### src/rtl/demux_rr_feeder.sv
// Purpose: round-robin feeder steering BURST-bit slots from a serial stream to the enabled demux channels.
// Latency: 1 cycle from handshake to din/out_valid. All outputs are registered except in_ready.
// Backpressure: in_ready depends only on state, sel and ch_en. Stalls in SEND hold the slot open.
module demux_rr_feeder #(
  parameter int BURST = 4,
  parameter int GAP   = 1
) (
  input  logic       clk,
  input  logic       rst_n,
  input  logic       in_valid,
  input  logic       in_data,
  output logic       in_ready,
  input  logic [3:0] ch_en,
  output logic       din,
  output logic [1:0] sel,
  output logic       out_valid,
  output logic       slot_done,
  output logic       busy
);

  typedef enum logic [1:0] {
    ST_IDLE = 2'd0,
    ST_SEND = 2'd1,
    ST_GAP  = 2'd2
  } state_t;

  localparam logic [3:0] LAST_BEAT  = 4'(BURST - 1);
  localparam logic [2:0] LAST_GAP   = 3'(GAP - 1);
  // With no gap configured a finished or aborted slot goes straight back to the search.
  localparam state_t     AFTER_SLOT = (GAP == 0) ? ST_IDLE : ST_GAP;

  state_t     state_q, state_d;
  logic [1:0] ptr_q;
  logic [3:0] cnt_q;
  logic [2:0] gcnt_q;

  logic       hit;
  logic [1:0] pick;
  logic [1:0] cand;
  logic       xfer;
  logic       abort;
  logic       last_beat;
  logic       gap_done;

  // Round-robin search: scan from ptr+4 down to ptr+1 so the nearest enabled channel wins.
  always_comb begin
    hit  = 1'b0;
    pick = ptr_q;
    cand = ptr_q;
    for (int k = 4; k >= 1; k--) begin
      cand = ptr_q + 2'(k);
      if (ch_en[cand]) begin
        hit  = 1'b1;
        pick = cand;
      end
    end
  end

  assign in_ready  = (state_q == ST_SEND) && ch_en[sel];
  assign xfer      = in_ready && in_valid;
  assign abort     = (state_q == ST_SEND) && !ch_en[sel];
  assign last_beat = xfer && (cnt_q == LAST_BEAT);
  assign gap_done  = (gcnt_q == LAST_GAP);
  assign busy      = (state_q != ST_IDLE);

  // Next-state selection for the slot sequencer.
  always_comb begin
    state_d = state_q;
    case (state_q)
      ST_IDLE: if (hit) state_d = ST_SEND;
      ST_SEND: if (abort || last_beat) state_d = AFTER_SLOT;
      ST_GAP:  if (gap_done) state_d = ST_IDLE;
      default: state_d = ST_IDLE;
    endcase
  end

  // State register.
  always_ff @(posedge clk) begin
    if (!rst_n) state_q <= ST_IDLE;
    else        state_q <= state_d;
  end

  // Datapath registers: output bit, channel select, pointer, beat and gap counters.
  always_ff @(posedge clk) begin
    if (!rst_n) begin
      din       <= 1'b0;
      sel       <= 2'b00;
      out_valid <= 1'b0;
      slot_done <= 1'b0;
      cnt_q     <= 4'd0;
      gcnt_q    <= 3'd0;
      ptr_q     <= 2'd3;
    end else begin
      out_valid <= xfer;
      slot_done <= last_beat;
      if (xfer) din <= in_data;
      if (state_q == ST_IDLE && hit) begin
        sel   <= pick;
        ptr_q <= pick;
      end
      if (abort || last_beat) cnt_q <= 4'd0;
      else if (xfer)          cnt_q <= cnt_q + 4'd1;
      if (state_q == ST_GAP)  gcnt_q <= gap_done ? 3'd0 : gcnt_q + 3'd1;
    end
  end

endmodule

### config.mk
export PLATFORM = sky130hd
export DESIGN_NAME = demux_rr_feeder
export DESIGN_NICKNAME = d
export VERILOG_FILES = /design/src/rtl/demux_rr_feeder.sv
export SDC_FILE = /design/constraint.sdc
export NUM_CORES = 1
export LEC_CHECK = 0
export CORE_UTILIZATION = 45
export CTS_CLUSTER_SIZE = 28
export DETAILED_ROUTE_END_ITERATION = 12
export PLACE_DENSITY = 0.7
export SETUP_SLACK_MARGIN = 0.15
export SKIP_CTS_REPAIR_TIMING = 1
export SYNTH_ARGS = -nofsm -noshare
export SYNTH_HDL_FRONTEND = slang
export SYNTH_SLANG_ARGS = --single-unit
export TNS_END_PERCENT = 50
### constraint.sdc
create_clock -name clk -period 2.9 [get_ports clk]
set_input_delay 0.58 -clock clk [delete_from_list [all_inputs] [get_ports clk]]
set_output_delay 0.58 -clock clk [all_outputs]
set_load 0.05 [all_outputs]
Word-level counts from Yosys, hierarchy flattened
Index checks and enable logic that the tools add are counted.
Operators by class
  add/sub/neg operators: 5
  magnitude comparators: 5
  equality and inequality tests: 6
  mux-type cells: 22
  bitwise operators: 1
  reduce and logical (&&, ||, !) cells: 12
Operators by type and width (number)
  2-bit by 3-bit less-than comparator with 1-bit output, second input constant: 5
  2-bit 2-to-1 mux: 6
  1-bit binary-select mux with 2-bit select: 5
  1-bit 2-to-1 mux: 9
  2-bit one-hot mux with 3 select lines: 1
  1-bit logical AND: 5
  2-bit adder, second input constant: 2
  4-bit by 1-bit adder with 4-bit output, second input constant: 1
  4-bit by 2-bit equality test with 1-bit output, second input constant: 1
  2-bit != test, second input constant: 2
  3-bit by 1-bit adder with 3-bit output, second input constant: 1
  3-bit logical NOT: 1
  3-bit 2-to-1 mux: 1
  3-bit AND reduction: 1
  2-bit by 1-bit adder with 2-bit output, second input constant: 1
  2-bit by 1-bit equality test with 1-bit output, second input constant: 1
  2-bit equality test, second input constant: 1
  2-bit logical NOT: 1
  2-bit by 1-bit != test with 1-bit output, second input constant: 1
  2-bit nonzero test: 1
  2-bit OR reduction: 1
  1-bit logical NOT: 1
  1-bit logical OR: 1
  1-bit inverter: 1
Storage, ports and cells
  register bits after elaboration: 16
  logic and storage cells: 59

Logic depth before layout (Yosys ltp)
Gate-level depths: netlist of the first run.
  word-level depth: 8
  depth in mapped cells: 6
  mapped depth without buffers: 6

Worst setup path before layout of the first run
No wires, ideal clock.
  path kind: reg-to-output
  start: reg sel[1]
  end: out in_ready
  arrival: 1662 ps
  required time: 2320 ps
  setup slack: 658 ps
  stages on the path, launching flop included: 3
  path through: dfxtp_1 mux4_2 and3b_1
Between the ends
  word-level cells in the longest chain between the ends: 3
Ends and longest elaborated chain
  start: declaration: line 15  | output logic [1:0] sel,
  start signal: assignment: line 98  | sel <= pick;
  1-bit binary-select mux with 2-bit select: line 59  | assign in_ready = (state_q == ST_SEND) && ch_en[sel];
  1-bit 2-to-1 mux (not written as such): line 59
  1-bit logical AND: line 59
  end: declaration: line 12  | output logic in_ready,
No other way between the ends. The select of a mux whose other input is x is not followed.

Worst setup path after layout of the first run
  start: in ch_en[3]
  end: out in_ready
Between the ends
  word-level cells in the longest chain between the ends: 3
Ends and longest elaborated chain
  start: declaration: line 13  | input logic [3:0] ch_en,
  1-bit binary-select mux with 2-bit select: line 59
  1-bit 2-to-1 mux (not written as such): line 59
  1-bit logical AND: line 59
No other way between the ends. The select of a mux whose other input is x is not followed.

==> impl_results.md, run 1 <==
- Status: complete, no violations
- P&R area growth vs syn: 27.2%
- DRC: 0
- Clock sink count: 16
- Final slew viol count: 0
- Syn_nets: 104
- Post-route ant nets: 0
- Post-synth top area cell: dfxtp_1
- Setup TNS: 0 ns
- Max Clock Skew: 0.00175 ns
- Die area: 2030 um2
- Initial antenna violation count: 0
- Post-route clock period utilization: 91.6%
- Initial core utilization: 48.4%
- Mapped Cells: 93
- Share of cells above drive strength 1: 17.5%
- Final WL: 1.66 mm
- Synth top area share: 38.3%
- Post-synthesis sequential area ratio: 38.3%
- CP Class: primary input to output port
- Routed len/inst: 12.0 um
- Max Clk Rate: 377 MHz
- CP Data Arrival Time: 2.08 ns
- Final hold viol count: 0
- GPL Wtd Cong: 0.877
- Root Driver: clkbuf_4
- Vias in the first global route: 661
- Longest Clk Path Bufs: 2
- H-Tree Depth: 1
- Leak pwr: 0.408 nW
- Most common library cells after synthesis: dfxtp_1, nor2_1, a21oi_1, nand2b_1, o21ai_0
- Drt pass-1 iters: 4
- Power per Cell Area: 559 nW/um2
- PortBufs: 14
- Routed vias: 730
- TritonCTS buffer count: 3
- Final core occ: 61.6%
- Die height: 45.1 um
- Area after DPL: 1010 um2
- CP startpoint kind: primary input
- Setup WS post-layout: 0.245 ns
- Tot GR Track Use: 18.8%
- Row cnt: 15
- Mapped Avg Cell Area: 8.99 um2
- Primary FF master, synth: dfxtp_1
- CTS tree: yes
- Initial drt markers: 13
- Setup-failing EPs final: 0
- Largest net degree at the start of global routing: 10
- Cell variety after synth: 34
- Peak VDD IR: 0.359 mV
- Post-synth EDFFs: 0
- Endpoint type of the worst setup path: output port
- Dpl hpwl: 1.27 mm
- Design area: 1060 um2
- Die Wd: 45.1 um
- First-pass GRT wire length: 2.78 mm
- Core Region: 1730 um2
- RSZ-0062 raised after global routing: false
- Slew HR: 66.7%
- YS warnings: 0
- Crit-path max FO: 7
- Pre-CTS setup slack: 0.212 ns
- Worst-Margin Slew: 0.499 ns
- Layout net count: 126
- Grt ovf: 0
- CTS clk-pin slew, worst paths: 0.09 ns
- Final Critical Period: 2.66 ns
- ANT cells: 0
- Clk_lat worst skew: 0.28 ns
- Largest cells by area after synthesis: dfxtp_1, ha_1, nand2b_1, a21oi_1, nor2_1
- Fill cells: 170
- Hold crit path type: flop to flop
- Count leader, synth: dfxtp_1
- Max cap viols: 0
- Placed Cells: 133
- WP data required: 2.32 ns
- Fin cells: 139
- I/O Pins: 15
- Via density: 5.25
- #FFs+latches synth: 16
- Mapped cell area: 836 um2
- Async set or reset register ratio after synthesis: 0%
-- sequential cells by signal, summed over array words and instances (netlist names) --
name and cells:
state_q 2, slot_done 1, sel 2, cnt_q 4, ptr_q 2, din 1, gcnt_q 3, out_valid 1
-- per-stage QoR --
stage / power [mW] / hold WS (ns)
after global placement: 0.440 / 0.448
after global routing: 0.626 / 0.516
final: 0.594 / 0.461
after detailed placement: 0.443 / 0.450
after CTS: 0.589 / 0.463
after floorplan: 0.384 / 0.460
-- path summary, 6_finish.rpt --
| kind | endpoint | from | slack (ns) | depth (start not counted) |
|---|---|---|---|---|
| setup / recovery | in_ready | ch_en[3] | 0.24 | 4 |
| hold reg to reg | din | din | 0.46 | 2 |
| setup reg to reg | cnt_q[3] | cnt_q[0] | 1.27 | 5 |
| hold / removal | din | din | 0.46 | 2 |
-- cells in the final DEF (no fill, tap or decap), types with 2 or more instances in the layout --
| cell type | Yosys | layout |
|---|---|---|
| and3b_1 | 3 | 3 |
| nand3_1 | 4 | 4 |
| o21ai_0 | 5 | 5 |
| ha_1 | 3 | 3 |
| nor2_2 | 4 | 4 |
| nand2_1 | 3 | 3 |
| or2_1 | 2 | 2 |
| inv_1 | 4 | 4 |
| o21ai_1 | 3 | 3 |
| clkdlybuf4s50_1 | 0 | 13 |
| clkbuf_4 | 0 | 3 |
| xor2_1 | 3 | 3 |
| a21oi_1 | 6 | 6 |
| nor3_1 | 2 | 2 |
| and3_1 | 2 | 2 |
| dfxtp_1 | 16 | 16 |
| nand2b_1 | 5 | 5 |
| nor2_1 | 8 | 8 |
| a21oi_2 | 2 | 2 |
| nor2b_1 | 2 | 2 |
| buf_4 | 0 | 4 |
-- cells by family (layout without fill, tap and decap cells) --
family | count (synthesis) | in the layout | share of synthesized area (%)
AND/OR/NAND/NOR | 45 | 45 | 34.1
AO/OA/AOI/OAI | 20 | 20 | 14.2
flip-flops | 16 | 16 | 38.3
buffers and inverters | 4 | 25 | 1.80
adder cells (fa/ha/maj) | 3 | 3 | 4.49
XOR/XNOR | 3 | 3 | 3.14
multiplexers | 2 | 2 | 3.89
-- layer usage --
layer | wire, um | GRT usage, %
met5 | 0 | 0
met2 | 777 | 31.3
met4 | 10 | 3.64
met3 | 66 | 7.20
met1 | 808 | 23.3
-- worst max-delay path: stages --
cell             delay (ns)
clkdlybuf4s50_1        0.52
mux4_2                 0.58
and3b_1                0.21
buf_4                  0.19
-- cell type report --
class	instances	area [um2]	area share, %
Clock buffer	4	36.3	3.41
Inverter	4	15.0	1.41
Multi-Input combinational cell	73	500	47.1
Sequential cell	16	320	30.1
Tap cell	25	31.3	2.94
Timing Repair Buffer	17	160	15.1
-- power breakdown --
part           internal (mW)  switching [mW]  leakage, nW
combinational         0.0810           0.107        0.256
sequential             0.238          0.0222        0.130
clock                 0.0764          0.0696       0.0210
No activity file was read; power rests on OpenSTA's default activity.
==> run 2: changes to the inputs <==
--- a/config.mk
+++ b/config.mk
@@ -5,10 +5,11 @@
 export SDC_FILE = /design/constraint.sdc
 export NUM_CORES = 1
 export LEC_CHECK = 0
+export CORE_MARGIN = 2
 export CORE_UTILIZATION = 45
 export CTS_CLUSTER_SIZE = 28
 export DETAILED_ROUTE_END_ITERATION = 12
-export PLACE_DENSITY = 0.7
+export PLACE_DENSITY = 0.75
 export SETUP_SLACK_MARGIN = 0.15
 export SKIP_CTS_REPAIR_TIMING = 1
 export SYNTH_ARGS = -nofsm -noshare
==> run 2 against run 1 <==
Net effect: cell count is 1.4% lower; via count fell by 1.1%; sequential share of layout area up 0.43 points; global-route usage shrank 1.7 points; flip-flop and latch count stayed put; design area fell by 1.4%; combinational power is 3% lower; critical endpoint unchanged; core utilization down 1.5 points; critical path type unchanged; worst hold slack got worse by 0.0025 ns; clock skew is 0.0069 ns higher; critical path depth stayed put.
==> impl_results.md, run 2 (synthesis gave the netlist of run 1 again) <==
- Status: complete, no violations
- Die area: 2220 um2
- Max FFs per register: 4
- Die Wd: 47.1 um
- GR Util met2: 26.0%
- Layout net count: 124
- Crit-path max FO: 7
- PortBufs: 14
- Routed vias: 722
- H-Tree Depth: 1
- Post-route ant nets: 0
- Hold crit path type: flop to flop
- Max Clk Rate: 389 MHz
- Dpl hpwl: 1.19 mm
- Initial core utilization: 47.9%
- Setup TNS: 0 ns
- Post-route clock period utilization: 88.7%
- RSZ-0062 raised after global routing: false
- Final WL: 1.58 mm
- Final slew viol count: 0
- Design area: 1050 um2
- Power per Cell Area: 564 nW/um2
- Row cnt: 15
- Regs by FF count: cnt_q x4, gcnt_q x3
- CP Data Arrival Time: 1.99 ns
- Commonest non-fill, non-tap cell in the layout: dfxtp_1
- ANT cells: 0
- Worst-Margin Slew: 0.494 ns
- GPL Wtd Cong: 0.795
- Largest net degree at the start of global routing: 10
- Vias in the first global route: 621
- Tot GR Track Use: 17.1%
- Fin cells: 137
- Clock sink count: 16
- CTS tree: yes
- Share of cells above drive strength 1: 16.1%
- FF/Latch Area: 320 um2
- Footprint of the multi-input gates: 500 um2
- TritonCTS buffer count: 3
- P&R area growth vs syn: 25.4%
- Peak VDD IR: 0.318 mV
- Grt peak-use layer: met2
- Clk_lat worst skew: 0.29 ns
- Commonest cells after routing, fill and taps aside: dfxtp_1, clkdlybuf4s50_1, nor2_1, a21oi_1
- Slew HR: 67.0%
- DRC: 0
- Final core occ: 60.1%
- Core Region: 1750 um2
- Final Critical Period: 2.57 ns
- Area after DPL: 1010 um2
- Leak pwr: 0.398 nW
- Top reg by flops: cnt_q
- CP startpoint kind: primary input
- Die height: 47.1 um
- I/O Pins: 15
- Root Driver: clkbuf_4
- Via density: 5.27
- Max cap viols: 0
- Endpoint type of the worst setup path: output port
- Worst hold slack: 0.459 ns
- CTS clk-pin slew, worst paths: 0.09 ns
- GRT met3 Usage: 3.46%
- Placed Cells: 133
- Max Clock Skew: 0.00870 ns
- CP Class: primary input to output port
- First-pass GRT wire length: 2.63 mm
- Initial antenna violation count: 0
- WP data required: 2.32 ns
- Final hold viol count: 0
- Grt met1 use: 22.4%
- Initial drt markers: 15
- Drt pass-1 iters: 4
- Grt ovf: 0
- Routed len/inst: 11.6 um
- Longest Clk Path Bufs: 2
- Setup-failing EPs final: 0
- Fill cells: 154
-- run 2: report_power, final --
group	internal, mW	switching (mW)	leakage, nW	total (mW)
clock network	0.0764	0.0739	0.0210	0.150
logic	0.0761	0.105	0.247	0.182
registers	0.238	0.0218	0.130	0.260
-- run 2: worst max-delay path, stage by stage --
cell             delay [ns]
clkdlybuf4s50_1        0.50
mux4_2                 0.51
and3b_1                0.20
buf_4                  0.19
-- run 2: layout make-up --
type,instances,share of cell area (%)
timing repair buffer,15,13.8
sequential,16,30.5
tap,25,2.98
multi-input combinational,73,47.7
inverter,4,1.43
clock buffer,4,3.46
-- run 2: worst paths after layout --
kind / cells past startpoint / slack [ns] / start / end
min: 2 / 0.46 / din / din
max: 4 / 0.33 / ch_en[3] / in_ready
max reg2reg: 5 / 1.28 / cnt_q[0] / cnt_q[2]
min reg2reg: 2 / 0.46 / din / din
-- run 2: metrics by stage --
step / setup WS [ns] / power [mW]
CTS: 0.338 / 0.595
global placement: 0.362 / 0.444
global route: 0.277 / 0.622
finish: 0.328 / 0.591
floorplan: 0.658 / 0.384
detailed placement: 0.338 / 0.446
-- run 2: metal layers --
layer,vias to the layer above,part of all wire (%)
met1,332,48
met5,-,0
met2,20,45
li1,366,-
met3,4,4.0
met4,0,2.7
